### src/rtl/fir_run_scheduler_pkg.sv
`default_nettype none
// ============================================================================
// Module      : fir_run_scheduler_pkg
// Description : Shared widths, mode codes and state encodings for the FIR
//               run scheduler and its memory-port mux.
// Revision    : 1.0 - initial release
// ============================================================================
package fir_run_scheduler_pkg;

    localparam int ADDR_W   = 10;
    localparam int DATA_W   = 8;
    localparam int CNT_W    = 32;
    localparam int READ_LAT = 2;
    localparam int TIMEOUT  = 4096;

    localparam logic MODE_NP = 1'b0;
    localparam logic MODE_P  = 1'b1;

    typedef enum logic [1:0] {
        ST_IDLE   = 2'd0,
        ST_LAUNCH = 2'd1,
        ST_RUN    = 2'd2,
        ST_FINISH = 2'd3
    } state_t;

    typedef enum logic [1:0] {
        SRC_HOST = 2'd0,
        SRC_NP   = 2'd1,
        SRC_P    = 2'd2
    } mem_src_t;

endpackage
`default_nettype wire

### src/rtl/fir_run_scheduler_if.sv
`default_nettype none
// ============================================================================
// Module      : fir_run_scheduler_if
// Description : Host access and run-control bundle between the host/test
//               side (master) and the run scheduler (slave).
// Revision    : 1.0 - initial release
// ============================================================================
interface fir_run_scheduler_if #(
    parameter int ADDR_W = 10,
    parameter int DATA_W = 8,
    parameter int CNT_W  = 32
) ();
    logic              host_req;
    logic              host_we;
    logic [ADDR_W-1:0] host_addr;
    logic [DATA_W-1:0] host_wdata;
    logic              host_gnt;
    logic              host_rvalid;
    logic [DATA_W-1:0] host_rdata;
    logic              run_start;
    logic              run_sel;
    logic              run_busy;
    logic              run_done;
    logic              run_timeout;
    logic [CNT_W-1:0]  run_cycles;

    modport slave (
        input  host_req, host_we, host_addr, host_wdata, run_start, run_sel,
        output host_gnt, host_rvalid, host_rdata,
        output run_busy, run_done, run_timeout, run_cycles
    );

    modport master (
        output host_req, host_we, host_addr, host_wdata, run_start, run_sel,
        input  host_gnt, host_rvalid, host_rdata,
        input  run_busy, run_done, run_timeout, run_cycles
    );
endinterface
`default_nettype wire

### src/rtl/fir_run_scheduler_mem_mux.sv
`default_nettype none
// ============================================================================
// Module      : fir_run_scheduler_mem_mux
// Description : Three-way sample-memory port mux (host / np / p engine) with
//               port-B write-enable gating. Purely combinational.
// Revision    : 1.0 - initial release
// ============================================================================
module fir_run_scheduler_mem_mux
    import fir_run_scheduler_pkg::*;
#(
    parameter int ADDR_W = 10,
    parameter int DATA_W = 8
) (
    input  mem_src_t          i_src,
    input  logic              i_we_en,
    input  logic [ADDR_W-1:0] i_host_addr,
    input  logic [DATA_W-1:0] i_host_wdata,
    input  logic              i_host_we,
    input  logic [ADDR_W-1:0] i_np_addr_a,
    input  logic [ADDR_W-1:0] i_np_addr_b,
    input  logic              i_np_we_b,
    input  logic [DATA_W-1:0] i_np_wdata_b,
    input  logic [ADDR_W-1:0] i_p_addr_a,
    input  logic [ADDR_W-1:0] i_p_addr_b,
    input  logic              i_p_we_b,
    input  logic [DATA_W-1:0] i_p_wdata_b,
    output logic [ADDR_W-1:0] o_mem_addr_a,
    output logic [ADDR_W-1:0] o_mem_addr_b,
    output logic              o_mem_we_b,
    output logic [DATA_W-1:0] o_mem_data_in_b
);
    logic w_we;

    always_comb begin
        o_mem_addr_a    = i_host_addr;
        o_mem_addr_b    = i_host_addr;
        o_mem_data_in_b = i_host_wdata;
        w_we            = i_host_we;
        case (i_src)
            SRC_NP: begin
                o_mem_addr_a    = i_np_addr_a;
                o_mem_addr_b    = i_np_addr_b;
                o_mem_data_in_b = i_np_wdata_b;
                w_we            = i_np_we_b;
            end
            SRC_P: begin
                o_mem_addr_a    = i_p_addr_a;
                o_mem_addr_b    = i_p_addr_b;
                o_mem_data_in_b = i_p_wdata_b;
                w_we            = i_p_we_b;
            end
            default: ;
        endcase
        o_mem_we_b = w_we & i_we_en;
    end
endmodule
`default_nettype wire

### src/rtl/fir_run_scheduler.sv
`default_nettype none
// ============================================================================
// Module      : fir_run_scheduler
// Description : FIR run controller: launches one engine per run, counts its
//               cycles, aborts hung runs and arbitrates the sample memory.
// Revision    : 1.0 - initial release
// ============================================================================
module fir_run_scheduler
    import fir_run_scheduler_pkg::*;
#(
    parameter int ADDR_W   = fir_run_scheduler_pkg::ADDR_W,
    parameter int DATA_W   = fir_run_scheduler_pkg::DATA_W,
    parameter int CNT_W    = fir_run_scheduler_pkg::CNT_W,
    parameter int READ_LAT = fir_run_scheduler_pkg::READ_LAT,
    parameter int TIMEOUT  = fir_run_scheduler_pkg::TIMEOUT
) (
    input  logic              clk,
    input  logic              rst_n,
    fir_run_scheduler_if.slave bus,
    output logic              o_np_start,
    output logic              o_p_start,
    input  logic              i_np_done,
    input  logic              i_p_done,
    input  logic [ADDR_W-1:0] i_np_addr_a,
    input  logic [ADDR_W-1:0] i_np_addr_b,
    input  logic              i_np_we_b,
    input  logic [DATA_W-1:0] i_np_wdata_b,
    input  logic [ADDR_W-1:0] i_p_addr_a,
    input  logic [ADDR_W-1:0] i_p_addr_b,
    input  logic              i_p_we_b,
    input  logic [DATA_W-1:0] i_p_wdata_b,
    output logic [ADDR_W-1:0] o_mem_addr_a,
    output logic [ADDR_W-1:0] o_mem_addr_b,
    output logic              o_mem_we_b,
    output logic [DATA_W-1:0] o_mem_data_in_b,
    input  logic [DATA_W-1:0] i_mem_data_out_a
);
    state_t              r_state, w_next;
    logic                r_sel;
    logic [CNT_W-1:0]    r_cnt;
    logic [CNT_W-1:0]    r_cycles;
    logic                r_done;
    logic                r_timeout;
    logic [READ_LAT-1:0] r_rv;

    logic     w_idle, w_gnt, w_sel_done, w_cnt_max, w_we_en;
    mem_src_t w_src;

    assign w_idle     = (r_state == ST_IDLE);
    assign w_gnt      = w_idle & bus.host_req & ~bus.run_start;
    assign w_sel_done = (r_sel == MODE_P) ? i_p_done : i_np_done;
    assign w_cnt_max  = (r_cnt == CNT_W'(TIMEOUT));

    always_comb begin
        w_next     = r_state;
        w_src      = SRC_HOST;
        w_we_en    = 1'b0;
        o_np_start = 1'b0;
        o_p_start  = 1'b0;
        case (r_state)
            ST_IDLE: begin
                w_we_en = 1'b1;
                if (bus.run_start) w_next = ST_LAUNCH;
            end
            ST_LAUNCH: begin
                w_src      = (r_sel == MODE_P) ? SRC_P : SRC_NP;
                o_np_start = (r_sel == MODE_NP);
                o_p_start  = (r_sel == MODE_P);
                w_next     = ST_RUN;
            end
            ST_RUN: begin
                w_src   = (r_sel == MODE_P) ? SRC_P : SRC_NP;
                w_we_en = 1'b1;
                if (w_sel_done || w_cnt_max) w_next = ST_FINISH;
            end
            ST_FINISH: w_next = ST_IDLE;
            default:   w_next = ST_IDLE;
        endcase
    end

    always_ff @(posedge clk or negedge rst_n) begin
        if (!rst_n) begin
            r_state   <= ST_IDLE;
            r_sel     <= MODE_NP;
            r_cnt     <= '0;
            r_cycles  <= '0;
            r_done    <= 1'b0;
            r_timeout <= 1'b0;
            r_rv      <= '0;
        end else begin
            r_state   <= w_next;
            r_done    <= (r_state == ST_FINISH);
            // A done on the very cycle the limit is hit still counts as a clean finish.
            r_timeout <= (r_state == ST_RUN) & ~w_sel_done & w_cnt_max;
            if (w_idle && bus.run_start) begin
                r_sel <= bus.run_sel;
                r_cnt <= '0;
            end else if (r_state == ST_RUN && !w_cnt_max) begin
                r_cnt <= r_cnt + CNT_W'(1);
            end
            if (r_state == ST_FINISH) r_cycles <= r_cnt;
            // Read-valid pipe runs independently of the FSM so in-flight reads complete.
            r_rv[0] <= w_gnt & ~bus.host_we;
            for (int i = 1; i < READ_LAT; i++) r_rv[i] <= r_rv[i-1];
        end
    end

    assign bus.host_gnt    = w_gnt;
    assign bus.host_rvalid = r_rv[READ_LAT-1];
    assign bus.host_rdata  = r_rv[READ_LAT-1] ? i_mem_data_out_a : '0;
    assign bus.run_busy    = ~w_idle;
    assign bus.run_done    = r_done;
    assign bus.run_timeout = r_timeout;
    assign bus.run_cycles  = r_cycles;

    fir_run_scheduler_mem_mux #(
        .ADDR_W (ADDR_W),
        .DATA_W (DATA_W)
    ) u_mem_mux (
        .i_src           (w_src),
        .i_we_en         (w_we_en),
        .i_host_addr     (bus.host_addr),
        .i_host_wdata    (bus.host_wdata),
        .i_host_we       (w_gnt & bus.host_we),
        .i_np_addr_a     (i_np_addr_a),
        .i_np_addr_b     (i_np_addr_b),
        .i_np_we_b       (i_np_we_b),
        .i_np_wdata_b    (i_np_wdata_b),
        .i_p_addr_a      (i_p_addr_a),
        .i_p_addr_b      (i_p_addr_b),
        .i_p_we_b        (i_p_we_b),
        .i_p_wdata_b     (i_p_wdata_b),
        .o_mem_addr_a    (o_mem_addr_a),
        .o_mem_addr_b    (o_mem_addr_b),
        .o_mem_we_b      (o_mem_we_b),
        .o_mem_data_in_b (o_mem_data_in_b)
    );
endmodule
`default_nettype wire

### src/flat_wrapper.sv
// flat-port wrapper written by rule: the top's interface ports become plain ports
module fir_run_scheduler_flat import fir_run_scheduler_pkg::*;
#(
    parameter int ADDR_W   = fir_run_scheduler_pkg::ADDR_W,
    parameter int DATA_W   = fir_run_scheduler_pkg::DATA_W,
    parameter int CNT_W    = fir_run_scheduler_pkg::CNT_W,
    parameter int READ_LAT = fir_run_scheduler_pkg::READ_LAT,
    parameter int TIMEOUT  = fir_run_scheduler_pkg::TIMEOUT
)
  (clk, rst_n, o_np_start, o_p_start, i_np_done, i_p_done, i_np_addr_a, i_np_addr_b, i_np_we_b, i_np_wdata_b, i_p_addr_a, i_p_addr_b, i_p_we_b, i_p_wdata_b, o_mem_addr_a, o_mem_addr_b, o_mem_we_b, o_mem_data_in_b, i_mem_data_out_a, bus_host_req, bus_host_we, bus_host_addr, bus_host_wdata, bus_run_start, bus_run_sel, bus_host_gnt, bus_host_rvalid, bus_host_rdata, bus_run_busy, bus_run_done, bus_run_timeout, bus_run_cycles);
  fir_run_scheduler_if #(.ADDR_W(ADDR_W), .DATA_W(DATA_W), .CNT_W(CNT_W)) bus_i ();
  input  logic clk;
  input  logic rst_n;
  output logic o_np_start;
  output logic o_p_start;
  input  logic i_np_done;
  input  logic i_p_done;
  input  logic [ADDR_W-1:0] i_np_addr_a;
  input  logic [ADDR_W-1:0] i_np_addr_b;
  input  logic i_np_we_b;
  input  logic [DATA_W-1:0] i_np_wdata_b;
  input  logic [ADDR_W-1:0] i_p_addr_a;
  input  logic [ADDR_W-1:0] i_p_addr_b;
  input  logic i_p_we_b;
  input  logic [DATA_W-1:0] i_p_wdata_b;
  output logic [ADDR_W-1:0] o_mem_addr_a;
  output logic [ADDR_W-1:0] o_mem_addr_b;
  output logic o_mem_we_b;
  output logic [DATA_W-1:0] o_mem_data_in_b;
  input  logic [DATA_W-1:0] i_mem_data_out_a;
  input wire logic [$bits(bus_i.host_req)-1:0] bus_host_req;
  input wire logic [$bits(bus_i.host_we)-1:0] bus_host_we;
  input wire logic [$bits(bus_i.host_addr)-1:0] bus_host_addr;
  input wire logic [$bits(bus_i.host_wdata)-1:0] bus_host_wdata;
  input wire logic [$bits(bus_i.run_start)-1:0] bus_run_start;
  input wire logic [$bits(bus_i.run_sel)-1:0] bus_run_sel;
  output wire logic [$bits(bus_i.host_gnt)-1:0] bus_host_gnt;
  output wire logic [$bits(bus_i.host_rvalid)-1:0] bus_host_rvalid;
  output wire logic [$bits(bus_i.host_rdata)-1:0] bus_host_rdata;
  output wire logic [$bits(bus_i.run_busy)-1:0] bus_run_busy;
  output wire logic [$bits(bus_i.run_done)-1:0] bus_run_done;
  output wire logic [$bits(bus_i.run_timeout)-1:0] bus_run_timeout;
  output wire logic [$bits(bus_i.run_cycles)-1:0] bus_run_cycles;
  assign bus_i.host_req = bus_host_req;
  assign bus_i.host_we = bus_host_we;
  assign bus_i.host_addr = bus_host_addr;
  assign bus_i.host_wdata = bus_host_wdata;
  assign bus_i.run_start = bus_run_start;
  assign bus_i.run_sel = bus_run_sel;
  assign bus_host_gnt = bus_i.host_gnt;
  assign bus_host_rvalid = bus_i.host_rvalid;
  assign bus_host_rdata = bus_i.host_rdata;
  assign bus_run_busy = bus_i.run_busy;
  assign bus_run_done = bus_i.run_done;
  assign bus_run_timeout = bus_i.run_timeout;
  assign bus_run_cycles = bus_i.run_cycles;
  fir_run_scheduler #(.ADDR_W(ADDR_W), .DATA_W(DATA_W), .CNT_W(CNT_W), .READ_LAT(READ_LAT), .TIMEOUT(TIMEOUT)) u_core (.clk(clk), .rst_n(rst_n), .bus(bus_i), .o_np_start(o_np_start), .o_p_start(o_p_start), .i_np_done(i_np_done), .i_p_done(i_p_done), .i_np_addr_a(i_np_addr_a), .i_np_addr_b(i_np_addr_b), .i_np_we_b(i_np_we_b), .i_np_wdata_b(i_np_wdata_b), .i_p_addr_a(i_p_addr_a), .i_p_addr_b(i_p_addr_b), .i_p_we_b(i_p_we_b), .i_p_wdata_b(i_p_wdata_b), .o_mem_addr_a(o_mem_addr_a), .o_mem_addr_b(o_mem_addr_b), .o_mem_we_b(o_mem_we_b), .o_mem_data_in_b(o_mem_data_in_b), .i_mem_data_out_a(i_mem_data_out_a));
endmodule
### config.mk
export PLATFORM = sky130hd
export DESIGN_NAME = fir_run_scheduler_flat
export DESIGN_NICKNAME = d
export VERILOG_FILES = /design/src/rtl/fir_run_scheduler_pkg.sv /design/src/rtl/fir_run_scheduler_if.sv /design/src/rtl/fir_run_scheduler_mem_mux.sv /design/src/rtl/fir_run_scheduler.sv /design/src/flat_wrapper.sv
export SDC_FILE = /design/constraint.sdc
export NUM_CORES = 1
export LEC_CHECK = 0
export ABC_AREA = 1
export BUFFER_PORTS_ARGS = -buffer_cell sky130_fd_sc_hd__buf_2
export CAP_MARGIN = 10
export CORE_MARGIN = 1.5
export CORE_UTILIZATION = 51
export CTS_CLUSTER_DIAMETER = 80
export DETAILED_ROUTE_END_ITERATION = 8
export GPL_ROUTABILITY_DRIVEN = 0
export PLACE_DENSITY_LB_ADDON = 0.05
export SYNTH_ARGS = -nofsm -noshare
export SYNTH_HDL_FRONTEND = slang
export SYNTH_HIERARCHICAL = 1
export SYNTH_SLANG_ARGS = --single-unit
export TNS_END_PERCENT = 100
### constraint.sdc
create_clock -name clk -period 2.73 [get_ports clk]
set_input_delay 0.273 -clock clk [delete_from_list [all_inputs] [get_ports clk]]
set_output_delay 0.273 -clock clk [all_outputs]
set_load 0.03 [all_outputs]
# After elaboration in Yosys (flattened, before gate mapping)
# Index checks and enable logic that the tools add are counted.
[word_totals]
reg_bits = 71
input_bits = 92
out_inout_bits = 76
elab_cells = 53
[classes]
n_addsub = 1
n_eq_ne = 8
mux = 16
bitwise = 12
reduce_logical = 9
[op_table]
columns = ["cell", "n"]
rows = [
  ["two-way mux 32 bit", 2],
  ["case mux 10 bit (2 select lines)", 2],
  ["adder 32 x 1 -> 32 bit, second input constant", 1],
  ["equality test 32 x 13 -> 1 bit, second input constant", 1],
  ["case mux 8 bit (2 select lines)", 1],
  ["two-way mux 2 bit", 4],
  ["two-way mux 8 bit", 1],
  ["case mux 2 bit (4 select lines)", 1],
  ["AND 1 bit", 7],
  ["equality test 2 bit, second input constant", 3],
  ["inverter 1 bit", 5],
  ["equality test 2 x 1 -> 1 bit, second input constant", 2],
  ["two-way mux 1 bit", 4],
  ["OR reduction 2 bit", 2],
  ["logical AND 1 bit", 2],
  ["zero test 2 bit", 1],
  ["!= test 2 x 1 -> 1 bit, second input constant", 1],
  ["!= test 2 bit, second input constant", 1],
  ["case mux 1 bit (2 select lines)", 1],
  ["AND reduction 2 bit", 1],
  ["nonzero test 2 bit", 1],
  ["zero test 1 bit", 1],
  ["logical OR 1 bit", 1],
]

# Longest topological paths before layout
[logic_depth]
ltp_word = 6
ltp_mapped = 12
ltp_nobuf = 11

# By module
# Netlist, hierarchy kept.
[by_module_without_submodules]
columns = ["module", "instances", "cells_each", "area_per_inst_um2", "seq_area_each_um2"]
rows = [
  ["fir_run_scheduler", 1, 568, 3955.0, 1776.7],
  ["fir_run_scheduler_mem_mux", 1, 181, 740.7, 0.0],
]

# Worst setup path after synthesis
# No wires, ideal clock.
[synth_path]
kind = "register -> output"
startpoint = "reg u_core.r_state[0]"
endpoint = "out o_mem_we_b"
arrival_time_ps = 2282
required_ps = 2457
path_slack_ps = 175
stages_incl_launch_ff = 10
n_path_buf = 0
cell_sequence = "dfrtp_1 inv_1 ha_1 inv_1 or2_2 nor2_1 inv_1 nor2_1 o21ai_1 nor2_1"
[synth_between]
elab_chain_len = 6
elab_cells_between_ends = 14
cone_classes = "eq/ne (4); mux (3); bitwise (4); reduce/logical (3)"
[synth_rtl]
columns = ["item", "line_no", "source"]
rows = [
  ["start: declaration", "fir_run_scheduler.sv:38", "state_t r_state, w_next;"],
  ["start signal: assignment", "fir_run_scheduler.sv:91", "r_state <= w_next;"],
  ["zero test 2 bit", "fir_run_scheduler.sv:49", "assign w_idle = (r_state == ST_IDLE);"],
  ["AND 1 bit (2 in a row)", "fir_run_scheduler.sv:50", "assign w_gnt = w_idle & bus.host_req & ~bus.run_start;"],
  ["net bus_host_gnt", "flat_wrapper.sv:37", "output wire logic [$bits(bus_i.host_gnt)-1:0] bus_host_gnt;"],
  ["AND 1 bit", "fir_run_scheduler.sv:124", ".i_host_we (w_gnt & bus.host_we),"],
  ["case mux 1 bit (2 select lines)", "fir_run_scheduler_mem_mux.sv:39", "case (i_src)"],
  ["AND 1 bit", "fir_run_scheduler_mem_mux.sv:54", "o_mem_we_b = w_we & i_we_en;"],
  ["end: declaration", "flat_wrapper.sv:28", "output logic o_mem_we_b;"],
]
# The timed path passes the listed nets, and every way through them passes these cells.

# Worst setup path after layout
[layout_path]
startpoint = "reg u_core.r_state[1]"
endpoint = "out o_mem_addr_b[6]"
[layout_between]
elab_chain_len = 5
elab_cells_between_ends = 7
cone_classes = "eq/ne (4); mux (2); reduce/logical (1)"
[layout_rtl]
columns = ["item", "line_no", "source"]
rows = [
  ["equality test 2 x 1 -> 1 bit or equality test 2 bit (tied branches)", "fir_run_scheduler.sv:60", "case (r_state)"],
  ["OR reduction 2 bit (no line) (*)", "-", ""],
  ["two-way mux 2 bit (*)", "-", ""],
  ["net u_core.w_src[0]", "fir_run_scheduler.sv:47", "mem_src_t w_src;"],
  ["equality test 2 bit or equality test 2 x 1 -> 1 bit (tied branches)", "fir_run_scheduler_mem_mux.sv:39", ""],
  ["case mux 10 bit (2 select lines) (*)", "fir_run_scheduler_mem_mux.sv:39", ""],
  ["end: declaration", "flat_wrapper.sv:27", "output logic [ADDR_W-1:0] o_mem_addr_b;"],
]
# Mark *: on every way through the listed nets, which the timed path passes. The rest lies on a longest branch.

==> results.tsv <==
metric	value	unit
cts_buffer_depth	2	
n_antenna_cell	0	
drtAntennaViolNets	0	
min_period_over_period	0.936	
cts_buffers	9	
setup_violations	0	
slew_violations	0	
fmax	391	MHz
hold_viol_final	0	
fin_nets	1007	
cts_tree	done	
synth.cells.most_frequent	341 x nand2_1, 110 x nor2_1, 71 x dfrtp_1, 68 x inv_1	
crit_fanout	18	
synth_area_leader_cell	dfrtp_1	
period_needed	2.56	ns
synthCells	749	
avgSynthCellArea	6.27	µm²
peakVddDrop	1.25	mV
insertion_delay	0.36	ns
routed_wirelength	13200	µm
antenna_found_initial	0	
yosysMostFrequentCell	nand2_1	
chipHeight	99.0	µm
yosysWarnings	6	
grt_max_degree	72	
synthToLayoutAreaGrowth	23.1	%
required	2.46	ns
hold_slack	0.0923	ns
grt_pass1_wl	21900	µm
row_count	34	
vias	5173	
syn-num-nets	850	
htree_num_levels	3	
first_pass_iters	7	
pin_count	168	
violations	design-rule violations	
clk_pin_slew	0.08	ns
drtIter0Drc	311	
io_buffers	167	
dp.cells	1001	
grt_pass1_vias	4872	
seq_area_frac_synth	0.378	
grt_use_total	0.276	
end_kind	output port	
maxSlewHeadroom	0.413	
status	finished with violations	
die-area	9790	µm²
cp-start-kind	flop	
layout-drive-gt1-share	0.224	
cts_root_buf	clkbuf_8	
async_flop_share	1.00	
syn_area	4700	µm²
initial_utilization	0.533	
final_cells	1019	
clkSinkCount	71	
hold_class	in -> reg	
synth.top_cell.area_share	0.378	
ys_ff_latch	71	
p_leak	0.00329	µW
fin_worst_skew	0.00889	ns
drc_errors	7	
tightestPinTransition	0.881	ns
synth_area_leaders	dfrtp_1 38%, nand2_1 27%, nor2_1 8.8%, inv_1 5.4%, a21oi_1 3.3%	
critical_path_arrival	2.28	ns
grt_overflow_total	0	
synth_edf_count	0	
powerDensity	1260	nW/µm²
critical_path_class	reg -> out	
route.detailed.wl_per_inst	13.0	µm
synth_cell_types	22	
synth_ff_type	dfrtp_1	
dp_hpwl	9880	µm
cap_violations	0	
hold_buffers	0	
core	8810	µm²
viasPerCell	5.08	
die_w	99.0	µm
## kinds of logic after synthesis
logic type / count (synthesis) / share of synthesized area
multiplexers: 1 / 0.00240
AND/OR/NAND/NOR: 512 / 0.434
flip-flops: 71 / 0.378
XOR/XNOR: 10 / 0.0187
AO/OA/AOI/OAI: 47 / 0.0501
adder cells (fa/ha/maj): 9 / 0.0240
buffers and inverters: 99 / 0.0925
## per-layer routing
layer / up-vias / share of wire / GRT usage
met4: 0 / 0.020 / 0.101
met2: 216 / 0.48 / 0.452
met1: 2323 / 0.42 / 0.356
met3: 26 / 0.076 / 0.0681
met5: - / 0 / 0
li1: 2608 / - / -
## final cells by class
class	count	area [µm²]
clock buffer	9	124
tap	108	135
sequential	71	1780
multi-input combinational	579	2510
fill	854	3020
clock inverter	7	50.0
timing repair buffer	175	908
inverter	70	275
## sequential cells by signal, summed over array words and instances (netlist names)
signal	cells
u_core/bus.run_cycles	32
u_core/r_rv	2
u_core/r_sel	1
u_core/bus.run_timeout	1
u_core/r_state	2
u_core/r_cnt	32
u_core/bus.run_done	1
## metrics by stage
stage	setup WS, ns	util	total power, µW	TNS (ns)	area, µm²
final	0.175	0.657	7260	0	5780
after global routing	-0.0169	0.657	7870	-0.0396	5780
after CTS	0.102	0.651	7160	0	5730
after detailed placement	0.0517	0.629	6340	0	5540
after global placement	0.226	0.629	6250	0	5540
after floorplan	0.175	-	5260	0	4700
## worst paths after layout
path	start	end	slack, ns	cells past startpoint
hold reg to reg	u_core/r_rv[0]	u_core/r_rv[1]	0.36	0
hold / removal	bus_host_we	u_core/r_rv[0]	0.09	2
min in group asynchronous	rst_n	u_core/bus.run_cycles[21]	0.11	2
max in group asynchronous	rst_n	u_core/r_cnt[11]	2.05	2
setup / recovery	u_core/r_state[1]	o_mem_addr_b[6]	0.17	10
setup reg to reg	u_core/r_cnt[0]	u_core/r_cnt[16]	0.67	8
## power breakdown
group / internal (µW) / total [µW] / leakage [µW] / switching, µW
clock network: 328 / 741 / 0.0000812 / 413
registers: 1360 / 1550 / 0.000920 / 190
logic: 1420 / 4970 / 0.00229 / 3550
## critical path, cell delays in order, from the launching register on
cell and delay [ns]:
dfrtp_1 0.40, inv_1 0.12, ha_4 0.29, inv_1 0.03, nor2_1 0.12, inv_1 0.10
ha_4 0.31, buf_6 0.19, nand2_1 0.10, nand2_1 0.08, buf_2 0.19
## cells in the final DEF (no fill, tap or decap), drive strengths merged
| cell | Yosys | routed |
|---|---|---|
| o21ai | 16 | 16 |
| a21oi | 31 | 31 |
| nand4 | 21 | 21 |
| nor3 | 2 | 2 |
| clkinv | 0 | 5 |
| nor2 | 115 | 115 |
| dfrtp | 71 | 71 |
| inv | 70 | 69 |
| mux2 | 1 | 1 |
| clkinvlp | 0 | 3 |
| ha | 9 | 9 |
| buf | 20 | 174 |
| nand2 | 341 | 341 |
| or2 | 2 | 2 |
| nand3 | 31 | 31 |
| clkbuf | 9 | 10 |
| xor2 | 10 | 10 |
## timing repair
item                                    CTS  global route
buffers inserted                          0             2
endpoints found under the setup margin   29            29
resized for setup                         3             9
Note: power is estimated with default switching activity, not from simulation.
